===== config.mk =====
export PLATFORM = sky130hd
export DESIGN_NAME = universal_ff_bank
export DESIGN_NICKNAME = d
export VERILOG_FILES = /design/src/rtl/ff_bank_pkg.sv /design/src/rtl/universal_ff_bank_cell.sv /design/src/rtl/universal_ff_bank.sv
export SDC_FILE = /design/constraint.sdc
export NUM_CORES = 1
export LEC_CHECK = 0
export CAP_MARGIN = 10
export CORE_ASPECT_RATIO = 1.25
export CORE_MARGIN = 2
export CORE_UTILIZATION = 38
export CTS_BUF_LIST = sky130_fd_sc_hd__clkbuf_4
export DETAILED_ROUTE_END_ITERATION = 8
export PLACE_DENSITY = 0.79
export SLEW_MARGIN = 20
export SYNTH_ARGS = -nofsm -noshare
export SYNTH_HDL_FRONTEND = slang
export SYNTH_SLANG_ARGS = --single-unit

===== constraint.sdc =====
create_clock -name clk -period 2 [get_ports clk]
set_input_delay 0.2 -clock clk [delete_from_list [all_inputs] [get_ports clk]]
set_output_delay 0.2 -clock clk [all_outputs]
set_load 0.01 [all_outputs]

===== src/rtl/ff_bank_pkg.sv =====
// ff_bank_pkg: mode encodings and forbidden-SR policy constants for universal_ff_bank
package ff_bank_pkg;
  localparam logic [1:0] MODE_D = 2'b00;
  localparam logic [1:0] MODE_T = 2'b01;
  localparam logic [1:0] MODE_SR = 2'b10;
  localparam logic [1:0] MODE_JK = 2'b11;
  localparam int SR_HOLD = 0;
  localparam int SR_SET_DOM = 1;
  localparam int SR_RST_DOM = 2;
endpackage


===== src/rtl/universal_ff_bank_cell.sv =====
// ff_cell: one D register with a D/T/SR/JK next-state mux and forbidden-SR detect
module ff_cell
  import ff_bank_pkg::*;
#(
  parameter int SR_POLICY = SR_HOLD
) (
  input  logic       clk,
  input  logic       rst,
  input  logic       en,
  input  logic [1:0] mode,
  input  logic       a,
  input  logic       b,
  output logic       q_bit,
  output logic       collide
);
  logic q_q, q_d, sr_both;
  always_comb begin
    sr_both = SR_POLICY == SR_SET_DOM ? 1'b1 : SR_POLICY == SR_RST_DOM ? 1'b0 : q_q;
    q_d = mode == MODE_D ? a :
          mode == MODE_T ? q_q ^ a :
          (a & b) ? (mode == MODE_JK ? ~q_q : sr_both) :
          a ? 1'b1 : b ? 1'b0 : q_q;
  end
  always_ff @(posedge clk) begin
    if (rst) q_q <= 1'b0;
    else if (en) q_q <= q_d;
  end
  assign q_bit = q_q;
  assign collide = en & (mode == MODE_SR) & a & b;
endmodule


===== src/rtl/universal_ff_bank.sv =====
// universal_ff_bank: WIDTH mode-selectable flip-flops with sticky SR error flag and saturating counter
module universal_ff_bank
  import ff_bank_pkg::*;
#(
  parameter int WIDTH = 8,
  parameter int SR_POLICY = SR_HOLD,
  parameter int CNT_W = 8
) (
  input  logic             clk,
  input  logic             rst,
  input  logic             en,
  input  logic [1:0]       mode,
  input  logic [WIDTH-1:0] a,
  input  logic [WIDTH-1:0] b,
  input  logic             err_clr,
  output logic [WIDTH-1:0] q,
  output logic [WIDTH-1:0] qn,
  output logic             sr_err,
  output logic [CNT_W-1:0] err_cnt
);
  logic [WIDTH-1:0] collide;
  logic             evt, sr_err_q, sr_err_d;
  logic [CNT_W-1:0] err_cnt_q, err_cnt_d;
  for (genvar i = 0; i < WIDTH; i++) begin : g_cell
    ff_cell #(.SR_POLICY(SR_POLICY)) u_cell (
      .clk(clk), .rst(rst), .en(en), .mode(mode), .a(a[i]), .b(b[i]),
      .q_bit(q[i]), .collide(collide[i])
    );
  end
  // A clear coinciding with an event restarts the count at one so the event is not lost
  always_comb begin
    evt = |collide;
    sr_err_d = evt | (~err_clr & sr_err_q);
    err_cnt_d = err_clr ? CNT_W'(evt) :
                (evt && err_cnt_q != '1) ? err_cnt_q + 1'b1 : err_cnt_q;
  end
  always_ff @(posedge clk) begin
    if (rst) begin
      sr_err_q <= 1'b0;
      err_cnt_q <= '0;
    end else if (en) begin
      sr_err_q <= sr_err_d;
      err_cnt_q <= err_cnt_d;
    end
  end
  assign qn = ~q;
  assign sr_err = sr_err_q;
  assign err_cnt = err_cnt_q;
endmodule


==> results of run 1 <==
-- state kept, by name, indices dropped and copies added, names as in the netlist --
register,flops
err_cnt,8
g_cell.u_cell.q_bit,8
sr_err,1
-- kinds of logic (layout without fill, tap and decap cells) --
kind of cell / count (synthesis) / count (layout) / synth area share (%)
flops: 17 / 17 / 26.7
mux: 2 / 2 / 1.57
fa+ha+maj: 1 / 1 / 0.980
buf+inv: 26 / 67 / 10.0
simple gates: 74 / 74 / 30.1
compound gates: 55 / 55 / 30.7
-- final timing paths --
path                            from                       to  slack [ps]  cells after the start
min reg2reg  err_cnt[1]$_SDFFE_PP0P_  err_cnt[1]$_SDFFE_PP0P_         530                      2
max reg2reg  err_cnt[0]$_SDFFE_PP0P_  err_cnt[4]$_SDFFE_PP0P_         310                      5
min          err_cnt[1]$_SDFFE_PP0P_  err_cnt[1]$_SDFFE_PP0P_         530                      2
max          err_cnt[0]$_SDFFE_PP0P_  err_cnt[4]$_SDFFE_PP0P_         310                      5
-- where the power goes --
part           internal (mW)  total [mW]  leakage (nW)  switching, mW
clock                 0.0911       0.200        0.0184          0.109
combinational          0.148       0.265         0.499          0.117
sequential             0.356       0.379         0.139         0.0228
total                  0.595       0.844         0.656          0.249
-- through the flow --
step	worst slack (ps)	util [%]
finish	312	55.0
global route	183	55.0
CTS	314	55.0
detailed placement	159	54.0
global placement	216	54.0
floorplan	403	-
-- worst reg2reg max path, stage by stage, from the launching register on --
cell     delay (ps)
dfxtp_1         360
ha_1            250
and4_1          240
a21bo_2         270
o31a_1          290
o22a_1          180
-- synth_stat cells --
cell type  number
a22oi_1         5
nand2b_1        5
o22a_1          1
nor2b_1         5
o31a_1          1
nand4_1         1
buf_4           8
nor3_1          7
o21ai_0        14
dfxtp_1        17
and3b_1         4
a21bo_2         1
a41oi_1         2
a211o_1         1
nor2_1         13
a41o_1          1
or2_4           1
a222oi_1        5
a211oi_1        4
ha_1            1
o21a_1          1
a32oi_1         1
nand3_1         4
nor3b_1         1
nor4_1          1
a31oi_1         1
nand2_1        22
o211ai_1        1
o22ai_1         5
o31ai_1         4
clkbuf_1        7
o311ai_0        1
and4_1          3
inv_1          11
a221o_1         2
or3_1           2
and3_1          2
and2_1          2
a21oi_1         4
mux2i_1         2
or4_1           1
-- cell type report --
type | count | area (um2) | share of cell area, %
clock buffer | 4 | 30.0 | 1.69
inverter | 11 | 41.3 | 2.33
multi-input combinational | 132 | 808 | 45.6
sequential | 17 | 340 | 19.2
tap | 37 | 46.3 | 2.61
timing repair buffer | 52 | 505 | 28.5
-- per-layer routing --
metal | global-route usage [%] | up-vias | share of wire (%)
li1 | - | 725 | -
met1 | 22.0 | 651 | 46
met2 | 32.7 | 39 | 48
met3 | 2.61 | 6 | 4.9
met4 | 8.63 | 0 | 1.6
met5 | 0 | - | 0
==> impl_metrics.csv, run 1 <==
group,metric,value,unit
layout,syn_to_final_growth,38.8,%
worst_setup_path,crit_path_cell_trace,"ha_1 -> and4_1 -> a21bo_2 -> o31a_1 -> o22a_1",
sta,final_max_slew_viol_count,0,
power,finalPower,844,uW
sta,hold_slack,532,ps
synth,yosys_warnings,0,
layout,layout-drive-gt1-share,5.56,%
synth,synth.cell_area,1280,um2
place,dp.cells,249,
worst_setup_path,cpMaxStageDelayCell,"dfxtp_1",
worst_setup_path,critPathMaxFanout,7,
drt,wl_per_cell,13.0,um
place,hpwlAfterDp,2490,um
die,start_util,39.6,%
sta,setup_tns,0,ps
synth,synth_cell_types,41,
worst_setup_path,crit_path_end_kind,"flop",
worst_setup_path,startpoint_type,"flop",
sta,rsz0062_at_grt,"no",
global_route,grt_pass1_wl,5690,um
drt,remaining_drc_errors,0,
synth,ys_seq_elements,17,
die,die_h,68.8,um
sta,tightest_slew,349,ps
global_route,grt_pass1_vias,1365,
clock_tree,htreeDepth,1,
global_route,antenna_found_initial,0,
sta,slew_headroom,76.7,%
synth,yosysSeqAreaShare,26.7,%
synth,synth_top_area_share,26.7,%
clock_tree,root_buffer,"clkbuf_4",
clock_tree,numCtsBuffers,3,
place,finalWeightedCongestion,0.817,
hold_path,hold_class,"flop to flop",
layout,antennaDiodeCount,0,
die,ios,47,
sta,hold_violations,0,
synth,synth_top_cell_by_area,"dfxtp_1",
sta,max_freq,0.592,GHz
worst_setup_path,critical-path-top-delay-family,"compound AO/OA/AOI/OAI gates",
power,power.leakage,0.656,nW
layout,fillers,327,
place,port-buffer-count,46,
layout,layout.nets,240,
drt,drt_iter0_markers,50,
worst_setup_path,cp_num_buf_inv,0,
die,die-area,3840,um2
flow_run,cap_violations,0,
die,core,3220,um2
drt,vias,1421,
sta,setup_viol,0,
die,row_count,23,
layout,fin_cells,253,
drt,ant_nets,0,
synth,synthCells,175,
synth,yosys-top-cells-area,"dfxtp_1 (27%), nand2_1 (6.5%), o21ai_0 (5.5%)",
sta,clock_skew,2.18,ps
die,die_x,55.8,um
clock_tree,cts_sinks,17,
global_route,grt_overflow_total,0,
clock_tree,insertion_delay,290,ps
power,power_density,476,nW/um2
drt,dr.pass1.iters,4,
status,status,"complete, no violations",
layout,layout_commonest_cell,"clkdlybuf4s50_1",
layout,stdcell_area,1770,um2
sta,post-route-period-util,84.4,%
drt,routed_via_density,5.62,
clock_tree,post-cts-setup-buffer-count,0,
layout,final_cell_mix,"clkdlybuf4s50_1 (46), nand2_1 (22), dfxtp_1 (17)",
clock_tree,clockBufferDepth,2,
clock_tree,clk_pin_slew,100,ps
worst_setup_path,worst-endpoint-required,2190,ps
synth,synth.net_count,198,
place,place_area,1740,um2
clock_tree,postCtsHoldBufs,0,
global_route,grt_max_degree,23,
drt,routed_wl,3290,um
power,worst_ir_drop_vdd,0.253,mV
synth,syn_avg_cell_area,7.29,um2
clock_tree,cts_resized,0,
worst_setup_path,cp.arrival,1880,ps
global_route,grt_usage,18.3,%
worst_setup_path,critPathKind,"flop to flop",
sta,fin_crit,1690,ps
worst_setup_path,slowest_delay,360,ps
clock_tree,cts_tree,"built",
No activity file was read; power rests on OpenSTA's default activity.
==> run 2: changes to the inputs <==
==> constraint.sdc (replaced) <==
create_clock -name clk -period 1.62 [get_ports clk]
set_input_delay 0.162 -clock clk [delete_from_list [all_inputs] [get_ports clk]]
set_output_delay 0.162 -clock clk [all_outputs]
set_load 0.01 [all_outputs]
==> impl_metrics.csv, run 2 (synthesized netlist as in run 1, its figures left out) <==
group,metric,value,unit
worst_setup_path,reg2reg_depth,5,
die,start_util,39.6,%
worst_setup_path,critPathKind,"flop to flop",
global_route,grt_overflow_total,0,
flow_run,cap_violations,0,
clock_tree,post-cts-setup-buffer-count,0,
power,power_switching,322,uW
sta,setup_tns,0,ps
power,pwr-share-comb,33.4,%
sta,setup_viol,0,
power,power.internal,761,uW
sta,fin_crit,1560,ps
sta,slew_headroom,81.6,%
layout,fin_cells,273,
hold_path,min_delay_worst_endpoint,"err_cnt[6]$_SDFFE_PP0P_",
drt,wl_met3,151,um
worst_setup_path,cpMaxStageDelayCell,"dfxtp_2",
sta,post-route-period-util,96.5,%
global_route,grt_pass1_wl,5680,um
clock_tree,htreeDepth,1,
global_route,grt_usage,18.2,%
status,status,"complete, no violations",
hold_path,hold_path_depth,2,
power,swShare,29.7,%
layout,final_cell_mix,"clkdlybuf4s50_1 (46), buf_4 (26), nand2_1 (22)",
clock_tree,insertion_delay,290,ps
drt,dr.pass1.iters,4,
worst_setup_path,critPathMaxFanout,7,
power,pwr-share-seq,43.1,%
place,dp.cells,269,
clock_tree,numCtsBuffers,3,
drt,dr.max_layer_used,"met4",
layout,syn_to_final_growth,51.5,%
worst_setup_path,slowest_delay,340,ps
sta,clock_skew,11.4,ps
die,ios,47,
worst_setup_path,cp.arrival,1750,ps
clock_tree,cts_resized,0,
layout,fillers,315,
place,hpwlAfterDp,2530,um
clock_tree,cts_sinks,17,
die,row_count,23,
drt,drt_iter0_markers,61,
place,port-buffer-count,46,
place,place_area,1890,um2
worst_setup_path,critical-path-top-delay-family,"compound AO/OA/AOI/OAI gates",
worst_setup_path,startpoint_type,"flop",
sta,final_max_slew_viol_count,0,
sta,hold_violations,0,
drt,routed_via_density,5.51,
die,core,3220,um2
hold_path,hold_class,"flop to flop",
clock_tree,cts_tree,"built",
die,die_h,68.8,um
power,power_density,560,nW/um2
clock_tree,postCtsHoldBufs,0,
drt,wl_per_cell,12.2,um
die,die_x,55.8,um
layout,layout_commonest_cell,"clkdlybuf4s50_1",
worst_setup_path,worst-endpoint-required,1810,ps
clock_tree,clk_pin_slew,100,ps
power,power.leakage,0.753,nW
worst_setup_path,cp_num_buf_inv,0,
worst_setup_path,rrSetupSlack,60,ps
worst_setup_path,r2r-end,"err_cnt[4]$_SDFFE_PP0P_",
power,clkPwrFrac,23.5,%
power,worst_ir_drop_vdd,0.354,mV
drt,remaining_drc_errors,0,
clock_tree,root_buffer,"clkbuf_4",
drt,met2_length,1630,um
drt,ant_nets,0,
place,finalWeightedCongestion,0.769,
layout,stdcell_area,1930,um2
worst_setup_path,crit_path_end_kind,"flop",
sta,max_freq,0.640,GHz
worst_setup_path,reg2reg_from,"err_cnt[0]$_SDFFE_PP0P_",
drt,wl_met1,1530,um
worst_setup_path,crit_path_cell_trace,"ha_2 -> and4_1 -> a21bo_4 -> o31a_1 -> o22a_1",
layout,antennaDiodeCount,0,
layout,final_util,60.0,%
global_route,antenna_found_initial,0,
global_route,grt_max_degree,23,
drt,routed_wl,3340,um
die,die-area,3840,um2
global_route,grt_pass1_vias,1347,
sta,tightest_slew,276,ps
hold_path,min-delay-start,"err_cnt[6]$_SDFFE_PP0P_",
clock_tree,clockBufferDepth,2,
layout,layout.nets,260,
layout,layout-drive-gt1-share,14.8,%
drt,vias,1503,
-- run 2: area by class of cell --
| class | instances | area (um2) | share of cell area (%) |
|---|---|---|---|
| Clock buffer | 4 | 30.0 | 1.55 |
| Inverter | 11 | 41.3 | 2.14 |
| Multi-Input combinational cell | 132 | 817 | 42.3 |
| Timing Repair Buffer | 72 | 656 | 33.9 |
| Tap cell | 37 | 46.3 | 2.39 |
| Sequential cell | 17 | 343 | 17.7 |
-- run 2: routing by layer --
layer  GRT usage (%)  up-vias
met2            34.8       44
li1                -      771
met1            21.4      686
met3            2.05        2
met5               0        -
met4            5.95        0
-- run 2: worst reg2reg max path, stage by stage (launching register included) --
cell     delay [ps]
dfxtp_2         340
ha_2            200
and4_1          240
a21bo_4         250
o31a_1          270
o22a_1          160
-- run 2: power groups by stage --
stage / combinational, mW / sequential [mW] / clock, mW
after CTS: 0.362 / 0.466 / 0.255
after global routing: 0.397 / 0.471 / 0.283
final: 0.362 / 0.467 / 0.254
after global placement: 0.356 / 0.475 / 0
after detailed placement: 0.361 / 0.476 / 0
after floorplan: 0.175 / 0.472 / 0
-- run 2: worst max path at each step --
stage	from	to	slack, ps	cells after the start
6_report	err_cnt[0]$_SDFFE_PP0P_	err_cnt[4]$_SDFFE_PP0P_	60	5
5_1_grt	err_cnt[0]$_SDFFE_PP0P_	err_cnt[6]$_SDFFE_PP0P_	-4	5
4_1_cts	err_cnt[0]$_SDFFE_PP0P_	err_cnt[4]$_SDFFE_PP0P_	10	5
3_5_place_dp	mode[0]	err_cnt[7]$_SDFFE_PP0P_	-130	5
3_3_place_gp	mode[0]	err_cnt[5]$_SDFFE_PP0P_	-100	5
2_1_floorplan	err_cnt[0]$_SDFFE_PP0P_	err_cnt[4]$_SDFFE_PP0P_	20	5
-- run 2: through the flow --
step	total power, mW	worst slack, ps	hold WS, ps
2_1_floorplan	0.646	23.1	312
3_3_place_gp	0.831	-102	512
3_5_place_dp	0.837	-132	518
4_1_cts	1.08	9.81	533
5_1_grt	1.15	-3.91	556
6_report	1.08	56.6	539
